<file path="src/rtl/cpu_flag_monitor.sv">
// cpu_flag_monitor: observes the MIPSCPU zero/carry/stack_overflow flags,
// counts their rising edges with saturating counters, latches the first
// stack overflow and requests a halt. One-cycle-latency register read port.
//
// Optional build macro: FLAG_MONITOR_CYCLE_CNT_EN
//   adds a saturating cycle counter (addr 4) and an overflow timestamp (addr 5).
//
// state | meaning
// ------+-----------------------------------------------------------
// RUN   | counting edges, waiting for a stack_overflow rising edge
// TRIP  | one cycle after the overflow edge, counters still active
// HALT  | halt_req high, counters frozen, left only by clr or rst

module cpu_flag_monitor #(
   parameter int CNT_W = 16
) (
   input  logic             clk,
   input  logic             rst,
   input  logic             zero,
   input  logic             carry,
   input  logic             stack_overflow,
   input  logic             clr,
   input  logic             rd_en,
   input  logic [2:0]       rd_addr,
   output logic [CNT_W-1:0] rd_data,
   output logic             rd_valid,
   output logic             halt_req,
   output logic             ovf_sticky
);

   typedef enum logic [1:0] {
      ST_RUN  = 2'd0,
      ST_TRIP = 2'd1,
      ST_HALT = 2'd2
   } state_t;

   state_t           state_q, state_d;
   logic             p_zero_q, p_zero_d;
   logic             p_carry_q, p_carry_d;
   logic             p_ovf_q, p_ovf_d;
   logic [CNT_W-1:0] cnt_zero_q, cnt_zero_d;
   logic [CNT_W-1:0] cnt_carry_q, cnt_carry_d;
   logic [CNT_W-1:0] cnt_ovf_q, cnt_ovf_d;
   logic             ovf_sticky_q, ovf_sticky_d;
   logic             halt_req_q, halt_req_d;
   logic [CNT_W-1:0] rd_data_q, rd_data_d;
   logic             rd_valid_q, rd_valid_d;
   logic [CNT_W-1:0] rd_mux;
`ifdef FLAG_MONITOR_CYCLE_CNT_EN
   logic [CNT_W-1:0] cyc_q, cyc_d;
   logic [CNT_W-1:0] ts_q, ts_d;
`endif

   logic edge_zero, edge_carry, edge_ovf, count_en;

   // Counters stick at all-ones instead of wrapping.
   function automatic logic [CNT_W-1:0] sat_inc(input logic [CNT_W-1:0] v);
      return (&v) ? v : v + CNT_W'(1);
   endfunction

   assign edge_zero  = zero & ~p_zero_q;
   assign edge_carry = carry & ~p_carry_q;
   assign edge_ovf   = stack_overflow & ~p_ovf_q;
   assign count_en   = (state_q != ST_HALT);

   // Next-state, counter and sticky logic; clr overrides any coincident edge.
   always_comb begin
      state_d      = state_q;
      cnt_zero_d   = cnt_zero_q;
      cnt_carry_d  = cnt_carry_q;
      cnt_ovf_d    = cnt_ovf_q;
      ovf_sticky_d = ovf_sticky_q;
      // Previous samples always follow the inputs, also on clr and in HALT,
      // so a flag held high across clr is not recounted.
      p_zero_d     = zero;
      p_carry_d    = carry;
      p_ovf_d      = stack_overflow;
`ifdef FLAG_MONITOR_CYCLE_CNT_EN
      cyc_d        = cyc_q;
      ts_d         = ts_q;
`endif
      if (clr) begin
         state_d      = ST_RUN;
         cnt_zero_d   = '0;
         cnt_carry_d  = '0;
         cnt_ovf_d    = '0;
         ovf_sticky_d = 1'b0;
`ifdef FLAG_MONITOR_CYCLE_CNT_EN
         cyc_d        = '0;
         ts_d         = '0;
`endif
      end else begin
         if (count_en) begin
            if (edge_zero)  cnt_zero_d  = sat_inc(cnt_zero_q);
            if (edge_carry) cnt_carry_d = sat_inc(cnt_carry_q);
            if (edge_ovf)   cnt_ovf_d   = sat_inc(cnt_ovf_q);
`ifdef FLAG_MONITOR_CYCLE_CNT_EN
            cyc_d = sat_inc(cyc_q);
`endif
         end
         case (state_q)
            ST_RUN: begin
               if (edge_ovf) begin
                  ovf_sticky_d = 1'b1;
                  state_d      = ST_TRIP;
`ifdef FLAG_MONITOR_CYCLE_CNT_EN
                  // Timestamp is the cycle count including the overflow cycle.
                  ts_d = sat_inc(cyc_q);
`endif
               end
            end
            ST_TRIP: state_d = ST_HALT;
            ST_HALT: state_d = ST_HALT;
            default: state_d = ST_RUN;
         endcase
      end
      halt_req_d = (state_d == ST_HALT);
   end

   // Read mux over pre-update register values.
   always_comb begin
      rd_mux = '0;
      case (rd_addr)
         3'd0: rd_mux = cnt_zero_q;
         3'd1: rd_mux = cnt_carry_q;
         3'd2: rd_mux = cnt_ovf_q;
         3'd3: rd_mux = {{(CNT_W-6){1'b0}}, state_q, ovf_sticky_q,
                         p_ovf_q, p_carry_q, p_zero_q};
`ifdef FLAG_MONITOR_CYCLE_CNT_EN
         3'd4: rd_mux = cyc_q;
         3'd5: rd_mux = ts_q;
`endif
         default: rd_mux = '0;
      endcase
      rd_valid_d = rd_en;
      rd_data_d  = rd_en ? rd_mux : '0;
   end

   // State register; rst wins over clr and rd_en.
   always_ff @(posedge clk) begin
      if (rst) begin
         state_q      <= ST_RUN;
         p_zero_q     <= 1'b0;
         p_carry_q    <= 1'b0;
         p_ovf_q      <= 1'b0;
         cnt_zero_q   <= '0;
         cnt_carry_q  <= '0;
         cnt_ovf_q    <= '0;
         ovf_sticky_q <= 1'b0;
         halt_req_q   <= 1'b0;
         rd_data_q    <= '0;
         rd_valid_q   <= 1'b0;
`ifdef FLAG_MONITOR_CYCLE_CNT_EN
         cyc_q        <= '0;
         ts_q         <= '0;
`endif
      end else begin
         state_q      <= state_d;
         p_zero_q     <= p_zero_d;
         p_carry_q    <= p_carry_d;
         p_ovf_q      <= p_ovf_d;
         cnt_zero_q   <= cnt_zero_d;
         cnt_carry_q  <= cnt_carry_d;
         cnt_ovf_q    <= cnt_ovf_d;
         ovf_sticky_q <= ovf_sticky_d;
         halt_req_q   <= halt_req_d;
         rd_data_q    <= rd_data_d;
         rd_valid_q   <= rd_valid_d;
`ifdef FLAG_MONITOR_CYCLE_CNT_EN
         cyc_q        <= cyc_d;
         ts_q         <= ts_d;
`endif
      end
   end

   assign rd_data    = rd_data_q;
   assign rd_valid   = rd_valid_q;
   assign halt_req   = halt_req_q;
   assign ovf_sticky = ovf_sticky_q;

endmodule

</file>
<file path="config.mk">
export PLATFORM = sky130hd
export DESIGN_NAME = cpu_flag_monitor
export DESIGN_NICKNAME = d
export VERILOG_FILES = /design/src/rtl/cpu_flag_monitor.sv
export SDC_FILE = /design/constraint.sdc
export NUM_CORES = 1
export LEC_CHECK = 0
export BUFFER_PORTS_ARGS = -buffer_cell sky130_fd_sc_hd__buf_2
export CAP_MARGIN = 20
export CELL_PAD_IN_SITES_DETAIL_PLACEMENT = 1
export CELL_PAD_IN_SITES_GLOBAL_PLACEMENT = 1
export CORE_MARGIN = 2
export CORE_UTILIZATION = 41
export CTS_CLUSTER_SIZE = 24
export DETAILED_ROUTE_END_ITERATION = 16
export PLACE_DENSITY_LB_ADDON = 0.2
export SYNTH_ARGS = -nofsm -noshare
export SYNTH_HDL_FRONTEND = slang
export SYNTH_SLANG_ARGS = --single-unit
</file>
<file path="constraint.sdc">
create_clock -name clk -period 2.3 [get_ports clk]
set_clock_uncertainty 0.15 [all_clocks]
set_input_delay 0.345 -clock clk [delete_from_list [all_inputs] [get_ports clk]]
set_output_delay 0.345 -clock clk [all_outputs]
set_load 0.1 [all_outputs]
</file>
==> flow_metrics.env, run 1 <==
export IMPL_ys_seq_elements=72
export IMPL_dp_hpwl_mm=6.94
export IMPL_final_util=0.489
export IMPL_io_pins=29
export IMPL_hold_class="in -> reg"
export IMPL_drv_cap=0
export IMPL_crit_chain="inv_1 > ha_2 > or3b_4 > or2_4 > a211o_1 > or3_1 > a21oi_2"
export IMPL_rows=33
export IMPL_antenna_left=0
export IMPL_min_period_ns=2.20
export IMPL_rsz0062_at_grt="false"
export IMPL_multiInputGateArea_um2=1890
export IMPL_worstSetupStartpointType="flop"
export IMPL_final_common_cell="dfxtp_1"
export IMPL_drive_above_1_share=0.217
export IMPL_ys_types=50
export IMPL_crit_fanout=5
export IMPL_place_ws_ns=0.00563
export IMPL_grt_pass1_wl_mm=15.2
export IMPL_cts_made_buffers=9
export IMPL_final_cell_mix="dfxtp_1, nor2_1, buf_2"
export IMPL_synth_edff_count=0
export IMPL_cts_root_buf="clkbuf_8"
export IMPL_clk_pin_slew_ns=0.08
export IMPL_syn_area_per_cell_um2=8.93
export IMPL_fin_setup_tns_ns=0
export IMPL_clock_latency_ns=0.35
export IMPL_grt_pass1_vias=2937
export IMPL_power_density_nw_per_um2=598
export IMPL_crit_path_top_delay_cell="or3b_4"
export IMPL_drt_iter0_markers=102
export IMPL_drt_wirelength_per_cell_um=17.4
export IMPL_synthesis_nets=395
export IMPL_power_leakage_nw=1.46
export IMPL_io_buffers=28
export IMPL_vias=2931
export IMPL_path_delay_family="simple AND/OR/NAND/NOR gates"
export IMPL_nNetsFinal=439
export IMPL_htree_num_levels=3
export IMPL_finalSetupViolations=0
export IMPL_arrival_ns=2.34
export IMPL_start_util=0.417
export IMPL_fmax_mhz=455
export IMPL_synthCells=380
export IMPL_synth_seq_area_share=0.425
export IMPL_grt_total_usage=0.221
export IMPL_tightest_slew_ns=0.629
export IMPL_ctsHoldBuffers=0
export IMPL_cts_tree="done"
export IMPL_synthArstFlopShare=0
export IMPL_seqCellArea_um2=1440
export IMPL_place_area_um2=3740
export IMPL_path_buf_inv=1
export IMPL_report_final_slew_viol_count=0
export IMPL_gp_congestion=0.778
export IMPL_ys_warnings_count=0
export IMPL_status="finished, final reports clean"
export IMPL_criticalPathCategory="reg -> reg"
export IMPL_core_um2=8130
export IMPL_vdd_drop_max_mv=0.271
export IMPL_ys_flop_type="dfxtp_1"
export IMPL_final_area_um2=3980
export IMPL_fill_cells=969
export IMPL_wirelength_mm=9.31
export IMPL_grt_overflow=0
export IMPL_drc=0
export IMPL_viasPerCell=5.49
export IMPL_fin_crit_sh=0.955
export IMPL_syn_to_final_growth_pct=17.2
export IMPL_cts_sinks=72
export IMPL_grt_max_degree=36
export IMPL_detail_route_first_pass_iterations=4
export IMPL_grt_antenna_before_repair=0
export IMPL_hold_violations=0
export IMPL_crit_required_ns=2.44
export IMPL_die_x_um=95.0
export IMPL_die_area_um2=9020
export IMPL_cp_end_kind="flop"
export IMPL_antenna_cells=0
export IMPL_ctsLongestPathBuffers=2
export IMPL_die_h_um=95.0
export IMPL_synth_area_um2=3390
export IMPL_relSlewSlack=0.581
export IMPL_slowest_delay_ns=0.40
export IMPL_finalWorstSetupSlack_ns=0.104
-- synthesized netlist by cell type, types with 6 or more instances --
| library cell | count | area, um^2 |
|---|---|---|
| clkbuf_1 | 13 | 48.8 |
| nor2b_1 | 12 | 75.1 |
| nand3_1 | 14 | 70.1 |
| nor3_1 | 10 | 50.1 |
| and3_1 | 7 | 43.8 |
| nand4_1 | 16 | 100 |
| nor2_1 | 68 | 255 |
| mux2i_1 | 10 | 100 |
| xnor2_1 | 26 | 228 |
| a21oi_1 | 27 | 135 |
| dfxtp_1 | 72 | 1440 |
| mux4_2 | 6 | 135 |
| xor2_1 | 7 | 61.3 |
| o21ai_0 | 6 | 30.0 |
| nand2_1 | 20 | 75.1 |
| inv_1 | 8 | 30.0 |
-- power by group --
part | total, mW | switching, mW | internal (mW)
Sequential | 1.27 | 0.00987 | 1.26
Clock | 0.966 | 0.486 | 0.480
Combinational | 0.146 | 0.0954 | 0.0510
-- what timing repair did --
action	CTS	global route
pin swaps	0	4
setup endpoints to repair	1	12
buffers inserted	0	1
hold endpoints to repair	0	0
gates resized for setup	1	10
-- final timing paths --
path | startpoint | to | slack [ns] | cells past startpoint
max | state_q[0]$_SDFF_PP0_ | cnt_ovf_q[9]$_SDFFE_PP0P_ | 0.10 | 7
min | carry | p_carry_q$_SDFF_PP0_ | 0.11 | 2
max reg2reg | state_q[0]$_SDFF_PP0_ | cnt_ovf_q[9]$_SDFFE_PP0P_ | 0.10 | 7
min reg2reg | cnt_zero_q[1]$_SDFFE_PP0P_ | cnt_zero_q[1]$_SDFFE_PP0P_ | 0.36 | 2
-- logic make-up (layout without fill, tap and decap cells) --
family                   Yosys count  in the layout  synth area share
AO/OA/AOI/OAI                     53             53            0.0977
XOR/XNOR                          33             33            0.0852
adder cells (fa/ha/maj)            5              5            0.0184
buffers and inverters             24             73            0.0317
flip-flops                        72             72             0.425
multiplexers                      16             16            0.0693
AND/OR/NAND/NOR                  177            177             0.273
-- worst reg2reg max path, stage by stage (launching register included) --
cell and delay (ns):
dfxtp_1 0.33, inv_1 0.06, ha_2 0.21, or3b_4 0.40, or2_4 0.27, a211o_1 0.25, or3_1 0.33, a21oi_2 0.13
-- layout make-up --
type / count / area share
inverters: 8 / 0.00755
flip-flops and latches: 72 / 0.362
clock inverters: 4 / 0.00661
clock buffers: 12 / 0.0415
well taps: 105 / 0.0330
repair buffers: 49 / 0.0749
multi-input cells: 284 / 0.474
-- flip-flops by register name, indices dropped and copies added, names as in the netlist --
name and cells:
cnt_carry_q 16, cnt_ovf_q 16, cnt_zero_q 16, halt_req 1
ovf_sticky 1, p_carry_q 1, p_ovf_q 1, p_zero_q 1
rd_data 16, rd_valid 1, state_q 2
-- metal layers --
metal  global-route usage  part of all wire
met5                    0                 0
met4               0.0918             0.018
met3               0.0367             0.037
met2                0.363              0.48
met1                0.287              0.47
-- per-stage QoR --
| step | power [mW] | hold WS, ns | cells |
|---|---|---|---|
| finish | 2.38 | 0.111 | 534 |
| CTS | 2.40 | 0.0967 | 533 |
| global route | 2.46 | 0.101 | 534 |
| detailed placement | 1.44 | 0.340 | 517 |
| floorplan | 1.39 | 0.267 | 380 |
| global placement | 1.43 | 0.331 | 517 |
Power figures use the tool's default switching activity.
==> run 2, diff against run 1 <==
- ABC_AREA: not set -> 1
- CORE_UTILIZATION: 41 -> 38
==> run 2 against run 1 <==
Against the previous run: worst hold slack lost 0.054 ns; cell count up 49%; core utilization shrank 4.1 points; sequential power about the same; critical path depth up 3; critical path type unchanged; highest routed layer unchanged.
==> flow_metrics.env, run 2 <==
export IMPL_status="finished, final reports clean"
export IMPL_cts_resized=0
export IMPL_r2r_cells=10
export IMPL_detail_route_first_pass_iterations=4
export IMPL_cts_sinks=72
export IMPL_clk_pin_slew_ns=0.08
export IMPL_clock_latency_ns=0.35
export IMPL_drc=0
export IMPL_grt_pass1_vias=4063
export IMPL_vias=3924
export IMPL_drive_above_1_share=0.0997
export IMPL_final_common_cell="nand2_1"
export IMPL_ys_warnings_count=0
export IMPL_htree_num_levels=3
export IMPL_rsz0062_at_grt="false"
export IMPL_path_buf_inv=2
export IMPL_hold_ws_ns=0.0561
export IMPL_tightest_slew_ns=0.653
export IMPL_hold_class="in -> reg"
export IMPL_synth_area_um2=3850
export IMPL_wirelength_mm=11.5
export IMPL_r2r_slack_ns=0.25
export IMPL_io_pins=29
export IMPL_vdd_drop_max_mv=0.308
export IMPL_drv_cap=0
export IMPL_path_delay_family="simple AND/OR/NAND/NOR gates"
export IMPL_grt_total_usage=0.220
export IMPL_cts_made_buffers=9
export IMPL_cts_tree="done"
export IMPL_io_buffers=28
export IMPL_cts_root_buf="clkbuf_8"
export IMPL_finalSetupViolations=0
export IMPL_start_util=0.392
export IMPL_synthArstFlopShare=0
export IMPL_gp_congestion=0.827
export IMPL_netlist_area_leader_share=0.374
export IMPL_worstSetupStartpointType="flop"
export IMPL_fin_setup_tns_ns=0
export IMPL_final_util=0.448
export IMPL_r2r_end="cnt_carry_q[15]$_SDFFE_PP0P_"
export IMPL_post_cts_setup_buffers=0
export IMPL_crit_chain="inv_1 > ha_1 > inv_1 > nand2_1 > nor2_1 > nand2_1 > nor3_1 > nand3_1 > nand2_1 > nor2_1"
export IMPL_grt_max_degree=42
export IMPL_cp_end_kind="flop"
export IMPL_grt_pass1_wl_mm=19.4
export IMPL_hp_start="carry"
export IMPL_antenna_left=0
export IMPL_ys_types=28
export IMPL_synth_seq_area_share=0.374
export IMPL_grt_antenna_before_repair=0
export IMPL_synth_common_cells="nand2_1, nor2_1, inv_1"
export IMPL_hold_path_depth=3
export IMPL_drt_iter0_markers=159
export IMPL_final_cell_mix="nand2_1, nor2_1, inv_1"
export IMPL_dp_hpwl_mm=8.76
export IMPL_fmax_mhz=488
export IMPL_relSlewSlack=0.564
export IMPL_synthTopCellsByArea="dfxtp_1, nand2_1, nor2_1"
export IMPL_fin_crit_sh=0.892
export IMPL_core_um2=9820
export IMPL_grt_overflow=0
export IMPL_syn_area_per_cell_um2=6.17
export IMPL_min_to="p_carry_q$_SDFF_PP0_"
export IMPL_die_area_um2=11000
export IMPL_criticalPathCategory="reg -> reg"
export IMPL_ys_seq_elements=72
export IMPL_drt_wirelength_per_cell_um=14.5
export IMPL_synth_edff_count=0
export IMPL_crit_required_ns=2.40
export IMPL_ctsLongestPathBuffers=2
export IMPL_syn_to_final_growth_pct=14.1
export IMPL_report_final_slew_viol_count=0
export IMPL_slowest_delay_ns=0.33
export IMPL_antenna_cells=0
export IMPL_arrival_ns=2.15
export IMPL_min_period_ns=2.05
export IMPL_viasPerCell=4.94
export IMPL_power_density_nw_per_um2=616
export IMPL_ctsHoldBuffers=0
export IMPL_synthesis_nets=639
export IMPL_crit_fanout=7
export IMPL_crit_path_top_delay_cell="dfxtp_1"
export IMPL_crit_top_cell="nand2_1"
export IMPL_hold_violations=0
export IMPL_rr_startpoint="state_q[0]$_SDFF_PP0_"
export IMPL_ys_flop_type="dfxtp_1"
export IMPL_die_x_um=105
export IMPL_power_leakage_nw=1.93
export IMPL_nNetsFinal=672
export IMPL_yosysTopAreaCell="dfxtp_1"
export IMPL_die_h_um=105
export IMPL_synthCells=624
export IMPL_rows=36
export IMPL_yosysMostFrequentCell="nand2_1"
## run 2: worst max-delay path by stage
stage / from / end / slack [ns] / depth (start not counted)
finish: state_q[0]$_SDFF_PP0_ / cnt_carry_q[15]$_SDFFE_PP0P_ / 0.25 / 10
global route: cnt_carry_q[0]$_SDFFE_PP0P_ / cnt_carry_q[1]$_SDFFE_PP0P_ / 0.07 / 11
CTS: cnt_zero_q[0]$_SDFFE_PP0P_ / cnt_zero_q[13]$_SDFFE_PP0P_ / 0.09 / 9
detailed placement: cnt_zero_q[0]$_SDFFE_PP0P_ / cnt_zero_q[13]$_SDFFE_PP0P_ / 0.12 / 9
global placement: cnt_zero_q[0]$_SDFFE_PP0P_ / cnt_zero_q[3]$_SDFFE_PP0P_ / 0.27 / 9
floorplan: state_q[0]$_SDFF_PP0_ / cnt_ovf_q[15]$_SDFFE_PP0P_ / 0.57 / 8
## run 2: cells by family after synthesis
logic type,share of synthesized area
XOR/XNOR,0.0205
buffers and inverters,0.115
AO/OA/AOI/OAI,0.0686
flip-flops,0.374
AND/OR/NAND/NOR,0.406
adder cells (fa/ha/maj),0.0162
## run 2: where the power goes
part	switching [mW]	leakage, nW	internal (mW)
logic	0.154	1.23	0.0547
clock network	0.501	0.116	0.717
registers	0.0152	0.583	1.26
total	0.670	1.93	2.04
## run 2: per-stage QoR
stage	setup slack (ns)	total power [mW]	instances	instance area, um^2
2_1_floorplan	0.566	1.46	624	3850
3_3_place_gp	0.267	1.51	779	4150
3_5_place_dp	0.116	1.52	779	4150
4_1_cts	0.0874	2.74	795	4380
5_1_grt	0.0717	2.81	795	4390
6_report	0.249	2.71	795	4390
## run 2: layer usage
| layer | GRT usage | routed length (um) | vias up |
|---|---|---|---|
| li1 | - | - | 1982 |
| met1 | 0.262 | 5230 | 1886 |
| met2 | 0.398 | 5830 | 40 |
| met3 | 0.0418 | 254 | 16 |
| met4 | 0.0705 | 219 | 0 |
| met5 | 0 | 0 | - |
## run 2: worst reg2reg max path, stage by stage (launching register included)
cell and delay (ns):
dfxtp_1 0.33, inv_1 0.07, ha_1 0.24, inv_1 0.25, nand2_1 0.13, nor2_1 0.19, nand2_1 0.15, nor3_1 0.22
nand3_1 0.10, nand2_1 0.08, nor2_1 0.04
## run 2: area by class of cell
class | instances | area (um^2)
multi-input cells | 439 | 1980
well taps | 133 | 166
repair buffers | 36 | 200
flip-flops and latches | 72 | 1440
fillers | 1381 | 5430
inverters | 99 | 372
clock buffers | 10 | 128
clock inverters | 6 | 108
==> run 3, diff against run 2 <==
- CORE_MARGIN: 2 -> 3
==> run 3 against run 2 <==
Against the previous run: core utilization fell by 0.52 points; global-route usage fell by 0.34 points; non-clock buffer count did not move; die area rose by 3.9%; worst setup slack improved by 0.043 ns; cell count did not move; clock-buffer cell count did not move; power fell by 10%.
==> flow_metrics.env, run 3 (synthesis gave the netlist of run 2 again) <==
export IMPL_die_h_um=107
export IMPL_rows=36
export IMPL_syn_to_final_growth_pct=12.8
export IMPL_htree_num_levels=3
export IMPL_tightest_slew_ns=0.596
export IMPL_cts_root_buf="clkbuf_8"
export IMPL_drt_iter0_markers=176
export IMPL_grt_antenna_before_repair=0
export IMPL_grt_max_degree=42
export IMPL_power_density_nw_per_um2=560
export IMPL_cts_made_buffers=9
export IMPL_slowest_delay_ns=0.33
export IMPL_ctsHoldBuffers=0
export IMPL_vias=3891
export IMPL_criticalPathCategory="reg -> reg"
export IMPL_final_cell_mix="nand2_1, nor2_1, inv_1"
export IMPL_path_delay_family="simple AND/OR/NAND/NOR gates"
export IMPL_io_pins=29
export IMPL_grt_pass1_wl_mm=19.6
export IMPL_drt_wirelength_per_cell_um=14.6
export IMPL_crit_chain="inv_1 > ha_1 > inv_1 > nand2_1 > nor2_2 > nand2_1 > nor3_1 > nand3_1 > nand2_1 > nor2_1"
export IMPL_layout_cells_non_filler=795
export IMPL_drive_above_1_share=0.103
export IMPL_cts_resized=0
export IMPL_core_um2=9820
export IMPL_hold_violations=0
export IMPL_wirelength_mm=11.6
export IMPL_swShare=0.284
export IMPL_ctsLongestPathBuffers=2
export IMPL_finalWorstSetupSlack_ns=0.293
export IMPL_hold_class="in -> reg"
export IMPL_power_switching_uw=690
export IMPL_grt_pass1_vias=4126
export IMPL_finalPower_mw=2.43
export IMPL_clock_latency_ns=0.35
export IMPL_crit_required_ns=2.40
export IMPL_power_frac_comb=0.086
export IMPL_min_period_ns=2.01
export IMPL_arrival_ns=2.11
export IMPL_seqPwrFrac=0.526
export IMPL_die_area_um2=11400
export IMPL_nNetsFinal=672
export IMPL_antenna_left=0
export IMPL_grt_overflow=0
export IMPL_die_x_um=107
export IMPL_grt_total_usage=0.217
export IMPL_detail_route_first_pass_iterations=4
export IMPL_fin_setup_tns_ns=0
export IMPL_crit_fanout=6
export IMPL_vdd_drop_max_mv=0.228
export IMPL_crit_top_cell="nand2_1"
export IMPL_drc=0
export IMPL_final_common_cell="nand2_1"
export IMPL_drv_cap=0
export IMPL_io_buffers=28
export IMPL_cts_sinks=72
export IMPL_finalSetupViolations=0
export IMPL_post_cts_setup_buffers=0
export IMPL_status="finished, final reports clean"
export IMPL_power_leakage_nw=1.89
export IMPL_dp_cells=779
export IMPL_fin_crit_sh=0.873
export IMPL_crit_path_top_delay_cell="dfxtp_1"
export IMPL_fmax_mhz=498
export IMPL_path_buf_inv=2
export IMPL_antenna_cells=0
export IMPL_rsz0062_at_grt="false"
export IMPL_p_int_mw=1.74
export IMPL_relSlewSlack=0.602
export IMPL_gp_congestion=0.847
export IMPL_cts_tree="done"
export IMPL_start_util=0.392
export IMPL_clkPwrFrac=0.388
export IMPL_report_final_slew_viol_count=0
export IMPL_worstSetupStartpointType="flop"
export IMPL_viasPerCell=4.89
export IMPL_cp_end_kind="flop"
export IMPL_place_ws_ns=0.157
export IMPL_dp_hpwl_mm=8.96
export IMPL_clk_pin_slew_ns=0.08
-- run 3: tightest hold or removal path: stages --
cell and delay, ns:
buf_2 0.07, inv_1 0.04, nor2_1 0.07
-- run 3: power groups by stage --
| stage | Combinational [mW] | Clock [mW] | Sequential [mW] |
|---|---|---|---|
| finish | 0.209 | 0.942 | 1.28 |
| global route | 0.236 | 1.03 | 1.28 |
| CTS | 0.209 | 0.983 | 1.28 |
| detailed placement | 0.208 | 0 | 1.31 |
| global placement | 0.201 | 0 | 1.31 |
| floorplan | 0.129 | 0 | 1.33 |
-- run 3: routing by layer --
layer | track usage | part of all wire
met1 | 0.260 | 0.45
met2 | 0.396 | 0.50
met3 | 0.0385 | 0.038
met4 | 0.0621 | 0.013
met5 | 0 | 0
-- run 3: final timing paths --
path	start	to	slack [ns]	depth (start not counted)
setup / recovery	state_q[0]$_SDFF_PP0_	cnt_carry_q[15]$_SDFFE_PP0P_	0.29	10
hold / removal	zero	p_zero_q$_SDFF_PP0_	0.06	3
setup reg to reg	state_q[0]$_SDFF_PP0_	cnt_carry_q[15]$_SDFFE_PP0P_	0.29	10
hold reg to reg	cnt_ovf_q[0]$_SDFFE_PP0P_	cnt_ovf_q[0]$_SDFFE_PP0P_	0.35	2
-- run 3: final cells by class --
type	count	area [um^2]
Fill cell	1379	5480
Inverter	99	372
Sequential cell	72	1440
Clock buffer	10	138
Multi-Input combinational cell	439	1980
Clock inverter	6	43.8
Timing Repair Buffer	36	200
Tap cell	133	166
-- run 3: through the flow --
stage               hold WS [ns]   util  area, um^2
global placement           0.321  0.423        4150
floorplan                  0.267      -        3850
global route              0.0636  0.442        4340
finish                    0.0631  0.442        4340
detailed placement         0.335  0.423        4150
CTS                       0.0552  0.441        4330
